===== src/rtl/ov7670_config_sequencer.sv =====
// Walks a {regi,value} config table into i2c_sender, decoding end (FFFF) and delay (FFF0) markers.
// Advances one entry per synchronised rising edge of taken; flags done/error to the top level.
module ov7670_config_sequencer #(
  parameter logic [7:0] DEV_ID       = 8'h42,
  parameter int         ADDR_W       = 8,
  parameter int         DELAY_CYCLES = 250_000,
  parameter int         TIMEOUT      = 1_000_000,
  parameter bit         AUTO_START   = 1'b1
) (
  input  logic              clk_i,
  input  logic              reset_i,
  input  logic              start_i,
  output logic [ADDR_W-1:0] rom_addr_o,
  input  logic [15:0]       rom_data_i,
  output logic              send_o,
  output logic [7:0]        id_o,
  output logic [7:0]        regi_o,
  output logic [7:0]        value_o,
  input  logic              taken_i,
  output logic              busy_o,
  output logic              done_o,
  output logic              error_o
);

  localparam int DLY_W = (DELAY_CYCLES > 1) ? $clog2(DELAY_CYCLES) : 1;
  localparam int TO_W  = (TIMEOUT > 1) ? $clog2(TIMEOUT) : 1;
  localparam logic [DLY_W-1:0]  DLY_LOAD  = DLY_W'(DELAY_CYCLES - 1);
  localparam logic [TO_W-1:0]   TO_LAST   = TO_W'(TIMEOUT - 1);
  localparam logic [ADDR_W-1:0] ADDR_LAST = '1;
  localparam logic [15:0]       END_MARK  = 16'hFFFF;
  localparam logic [15:0]       DLY_MARK  = 16'hFFF0;

  typedef enum logic [2:0] {
    S_IDLE, S_FETCH, S_DECODE, S_SEND, S_DELAY, S_DONE
  } state_t;

  localparam state_t RST_STATE = AUTO_START ? S_FETCH : S_IDLE;

  state_t             state_q, state_d;
  logic               taken_s1_q, taken_s2_q, taken_q;
  logic               taken_rise;
  logic [ADDR_W-1:0]  rom_addr_q, rom_addr_d;
  logic [7:0]         regi_q, regi_d;
  logic [7:0]         value_q, value_d;
  logic [DLY_W-1:0]   dly_cnt_q, dly_cnt_d;
  logic [TO_W-1:0]    to_cnt_q, to_cnt_d;
  logic               send_q, send_d;
  logic               busy_q, busy_d;
  logic               done_q, done_d;
  logic               error_q, error_d;
  logic               at_last, to_expired, dly_zero;

  // taken comes from the slow SCCB clock domain; only its synchronised rising edge counts
  assign taken_rise = taken_s2_q & ~taken_q;
  assign at_last    = (rom_addr_q == ADDR_LAST);
  assign to_expired = (to_cnt_q == TO_LAST);
  assign dly_zero   = (dly_cnt_q == '0);

  always_ff @(posedge clk_i) begin
    if (reset_i) begin
      state_q    <= RST_STATE;
      taken_s1_q <= 1'b0;
      taken_s2_q <= 1'b0;
      taken_q    <= 1'b0;
    end else begin
      state_q    <= state_d;
      taken_s1_q <= taken_i;
      taken_s2_q <= taken_s1_q;
      taken_q    <= taken_s2_q;
    end
  end

  always_comb begin
    state_d = state_q;
    case (state_q)
      S_IDLE:   if (start_i) state_d = S_FETCH;
      S_FETCH:  state_d = S_DECODE;
      S_DECODE: begin
        if (rom_data_i == END_MARK)      state_d = S_DONE;
        else if (rom_data_i == DLY_MARK) state_d = S_DELAY;
        else                             state_d = S_SEND;
      end
      S_SEND: begin
        if (taken_rise)      state_d = at_last ? S_DONE : S_FETCH;
        else if (to_expired) state_d = S_DONE;
      end
      S_DELAY:  if (dly_zero) state_d = at_last ? S_DONE : S_FETCH;
      S_DONE:   if (start_i) state_d = S_FETCH;
      default:  state_d = RST_STATE;
    endcase
  end

  // Status outputs are registered from the next state so they read 0 while reset is held
  always_comb begin
    send_d = (state_d == S_SEND);
    busy_d = (state_d == S_FETCH) || (state_d == S_DECODE) ||
             (state_d == S_SEND)  || (state_d == S_DELAY);
    done_d = (state_d == S_DONE);
  end

  always_comb begin
    rom_addr_d = rom_addr_q;
    regi_d     = regi_q;
    value_d    = value_q;
    dly_cnt_d  = dly_cnt_q;
    to_cnt_d   = to_cnt_q;
    error_d    = error_q;
    case (state_q)
      S_IDLE, S_DONE: begin
        if (start_i) begin
          rom_addr_d = '0;
          error_d    = 1'b0;
        end
      end
      S_DECODE: begin
        if (rom_data_i == DLY_MARK) begin
          dly_cnt_d = DLY_LOAD;
        end else if (rom_data_i != END_MARK) begin
          regi_d   = rom_data_i[15:8];
          value_d  = rom_data_i[7:0];
          to_cnt_d = '0;
        end
      end
      S_SEND: begin
        // a rise on the final timeout cycle still counts as an accepted write
        if (taken_rise) begin
          if (!at_last) rom_addr_d = rom_addr_q + 1'b1;
        end else if (to_expired) begin
          error_d = 1'b1;
        end else begin
          to_cnt_d = to_cnt_q + 1'b1;
        end
      end
      S_DELAY: begin
        if (dly_zero) begin
          if (!at_last) rom_addr_d = rom_addr_q + 1'b1;
        end else begin
          dly_cnt_d = dly_cnt_q - 1'b1;
        end
      end
      default: ;
    endcase
  end

  always_ff @(posedge clk_i) begin
    if (reset_i) begin
      rom_addr_q <= '0;
      regi_q     <= '0;
      value_q    <= '0;
      dly_cnt_q  <= '0;
      to_cnt_q   <= '0;
      send_q     <= 1'b0;
      busy_q     <= 1'b0;
      done_q     <= 1'b0;
      error_q    <= 1'b0;
    end else begin
      rom_addr_q <= rom_addr_d;
      regi_q     <= regi_d;
      value_q    <= value_d;
      dly_cnt_q  <= dly_cnt_d;
      to_cnt_q   <= to_cnt_d;
      send_q     <= send_d;
      busy_q     <= busy_d;
      done_q     <= done_d;
      error_q    <= error_d;
    end
  end

  assign rom_addr_o = rom_addr_q;
  assign send_o     = send_q;
  assign id_o       = DEV_ID;
  assign regi_o     = regi_q;
  assign value_o    = value_q;
  assign busy_o     = busy_q;
  assign done_o     = done_q;
  assign error_o    = error_q;

endmodule


===== config.mk =====
export PLATFORM = sky130hd
export DESIGN_NAME = ov7670_config_sequencer
export DESIGN_NICKNAME = d
export VERILOG_FILES = /design/src/rtl/ov7670_config_sequencer.sv
export SDC_FILE = /design/constraint.sdc
export NUM_CORES = 1
export LEC_CHECK = 0
export ABC_AREA = 1
export BUFFER_PORTS_ARGS = -buffer_cell sky130_fd_sc_hd__clkbuf_2
export CELL_PAD_IN_SITES_DETAIL_PLACEMENT = 1
export CELL_PAD_IN_SITES_GLOBAL_PLACEMENT = 1
export CORE_MARGIN = 4
export CORE_UTILIZATION = 41
export CTS_CLUSTER_DIAMETER = 40
export CTS_CLUSTER_SIZE = 20
export DETAILED_ROUTE_END_ITERATION = 10
export PLACE_DENSITY = 0.8
export SYNTH_ARGS = -nofsm -noshare
export SYNTH_HDL_FRONTEND = slang
export SYNTH_SLANG_ARGS = --single-unit

===== constraint.sdc =====
create_clock -name clk_i -period 2.5 [get_ports clk_i]
set_clock_uncertainty 0.2 [all_clocks]
set_input_delay 0.125 -clock clk_i [delete_from_list [all_inputs] [get_ports clk_i]]
set_output_delay 0.125 -clock clk_i [all_outputs]
set_load 0.005 [all_outputs]

==> impl_metrics.json <==
{
  "outcome": "finished clean",
  "dpl_cell_area_um2": 4420,
  "coreArea_um2": 9729,
  "crit_start": "to_cnt_q[0]",
  "cp.arrival_ns": 2.29,
  "postRouteAntennaNets": 0,
  "grt_start_max_net_pins": 39,
  "ys_ff_latch": 72,
  "worstSetupStartpointType": "flop",
  "cts_made_buffers": 9,
  "numPortBuffers": 47,
  "postSynthAreaPerCell_um2": 6.457,
  "insertion_delay_ns": 0.36,
  "die_h_um": 107.9,
  "synth_adder_area_share": 0.009169,
  "grt_overflow": 0,
  "crit_type": "flop to flop",
  "cellLeakagePower_nw": 2.006,
  "drive_gt1_frac": 0.1321,
  "cts.sinks": 72,
  "min_from": "start_i",
  "drt_first_pass_iters": 4,
  "yosysWarnings": 0,
  "cts_tree": "done",
  "synth_cell_types": 32,
  "synth_top_family_by_area": "simple AND/OR/NAND/NOR gates",
  "power_mw": 2.678,
  "cp.depth": 10,
  "drv_cap": 0,
  "synth_edf_count": 0,
  "max-vdd-ir-drop_uv": 318.9,
  "grt_use_total": 0.2186,
  "synth-simple-area-share": 0.3692,
  "cts_setup_buffers": 0,
  "fin_nets": 722,
  "synth-compound-area-share": 0.1216,
  "vias_per_cell": 5.005,
  "synthFlopType": "dfxtp_1",
  "drv_slew": 0,
  "cp-end-kind": "flop",
  "diodes": 0,
  "synth_async_sr_flop_share": 0,
  "routed_wirelength_um": 12120,
  "hold_depth": 5,
  "grt_pass1_wl_um": 20450,
  "min_period_ns": 2.266,
  "route.vias.total": 4189,
  "row_count": 36,
  "area_growth_syn_to_layout_pct": 16.75,
  "setup_viol": 0,
  "path_max_fanout": 15,
  "htreeDepth": 3,
  "stdcell_area_um2": 4780,
  "min_path_type": "input pin to flop",
  "start_util": 0.4208,
  "cp_top_family": "simple AND/OR/NAND/NOR gates",
  "timing.final.crit_share": 0.9066,
  "place_congestion": 0.8589,
  "fmax_mhz": 441.2,
  "hpwlAfterDp_um": 8522,
  "grt_pass1_vias": 4327,
  "cp_slowest_cell": "dfxtp_1",
  "root_buffer": "clkbuf_8",
  "critPathMaxStageDelay_ns": 0.45,
  "synthXorXnorAreaFrac": 0.04279,
  "cts_buffer_depth": 2,
  "hold_viol_final": 0,
  "seq_area_frac_synth": 0.3521,
  "r2r_cells": 10,
  "fp.dieW_um": 107.9,
  "worstPathCellList": "ha_1 -> nand2_1 -> nor2_2 -> nand3_1 -> nor2_2 -> nand2_2 -> nand3_4 -> inv_4 -> nand2_1 -> a21oi_1",
  "synthMuxAreaShare": 0,
  "die-area_um2": 11650,
  "io_pins": 56,
  "required_ns": 2.53,
  "synth_area_um2": 4094,
  "tns_ns": 0,
  "clk_pin_slew_ns": 0.09,
  "critPathBufInv": 1,
  "netlist_instances": 634,
  "r2r_start": "to_cnt_q[0]",
  "wl_per_cell_um": 14.48,
  "antenna_found_initial": 0,
  "remaining_drc_errors": 0,
  "drt-initial-drc-count": 204,
  "power.density_nw_per_um2": 560.3
}
## logic make-up after synthesis
| group | count (synthesis) |
|---|---|
| other cells | 2 |
| simple gates | 343 |
| compound gates | 98 |
| buf+inv | 96 |
| fa+ha+maj | 3 |
| flops | 72 |
| xor+xnor | 20 |
## power by group
part / switching, mW / internal (mW) / total [mW]
Clock: 0.481 / 0.360 / 0.841
Combinational: 0.371 / 0.183 / 0.554
Sequential: 0.0634 / 1.22 / 1.28
## worst register-to-register path: stages, from the launching register on
cell,delay [ns]
dfxtp_1,0.45
ha_1,0.30
nand2_1,0.11
nor2_2,0.20
nand3_1,0.11
nor2_2,0.13
nand2_2,0.15
nand3_4,0.21
inv_4,0.13
nand2_1,0.09
a21oi_1,0.06
## state kept, by name (all words and copies together) (netlist names)
register	cells
busy_o	1
dly_cnt_q	18
done_o	1
error_o	1
regi_o	8
rom_addr_o	8
send_o	1
state_q	3
taken_q	1
taken_s1_q	1
taken_s2_q	1
to_cnt_q	20
value_o	8
## per-layer routing
layer	vias up	track usage	part of all wire
met4	0	0.06943	0.014
met3	12	0.04859	0.043
met5	-	0	0
met1	1971	0.2743	0.45
li1	2131	-	-
met2	75	0.3726	0.49
## metrics by stage
stage / cells / hold WS [ns] / utilization / worst slack [ns]
6_report: 837 / 0.05835 / 0.4913 / 0.2336
5_1_grt: 837 / 0.1071 / 0.4913 / -0.01520
3_5_place_dp: 803 / 0.1447 / 0.4543 / 0.1760
2_1_floorplan: 640 / 0.03197 / - / 0.5812
3_3_place_gp: 803 / 0.1210 / 0.4543 / 0.3332
4_1_cts: 836 / 0.03542 / 0.4895 / 0.1559
## final cells by class
class / instances / area, um^2
Fill cell: 1352 / 4950
Multi-Input combinational cell: 473 / 2270
Sequential cell: 72 / 1441
Timing Repair Buffer: 71 / 457.9
Inverter: 72 / 272.8
Tap cell: 133 / 166.4
Clock buffer: 9 / 123.9
Clock inverter: 7 / 47.55
## synthesized netlist by cell type, types with 5 or more instances
cell type  instances  area, um^2
a21oi_1           61       305.3
buf_4              9       67.56
clkbuf_1           9       33.78
dfxtp_1           72        1441
inv_1             68       255.2
nand2_1          146       548.0
nand3_1           37       185.2
nand4_1           13       81.33
nor2_1           109       409.1
nor2_2             5       31.28
nor3_1             7       35.03
nor3b_1            6       45.04
o21ai_0           33       165.2
xor2_1            16       140.1
## final timing paths
| path | slack (ns) | endpoint |
|---|---|---|
| min reg2reg | 0.22 | taken_s2_q |
| max reg2reg | 0.23 | to_cnt_q[18] |
| min | 0.06 | error_o |
| max | 0.23 | to_cnt_q[18] |
## cells in the final DEF, fill, tap and decap left out, types with 4 or more instances in the layout
cell type	count
nand2_1	146
nor2_1	109
dfxtp_1	72
inv_1	68
a21oi_1	61
clkbuf_2	47
nand3_1	37
o21ai_0	33
dlygate4sd3_1	17
xor2_1	16
nand4_1	13
clkbuf_8	9
conb_1	8
nor3_1	7
buf_4	7
nor3b_1	6
nor2_2	5
nand2_2	4
xnor2_1	4
## repair_timing
item | 4_1_cts | 5_1_grt
hold endpoints to repair | 17 | 0
hold buffers | 17 | 0
endpoints found under the setup margin | 0 | 15
resized for setup | 0 | 1
(Power assumes the default switching activity.)
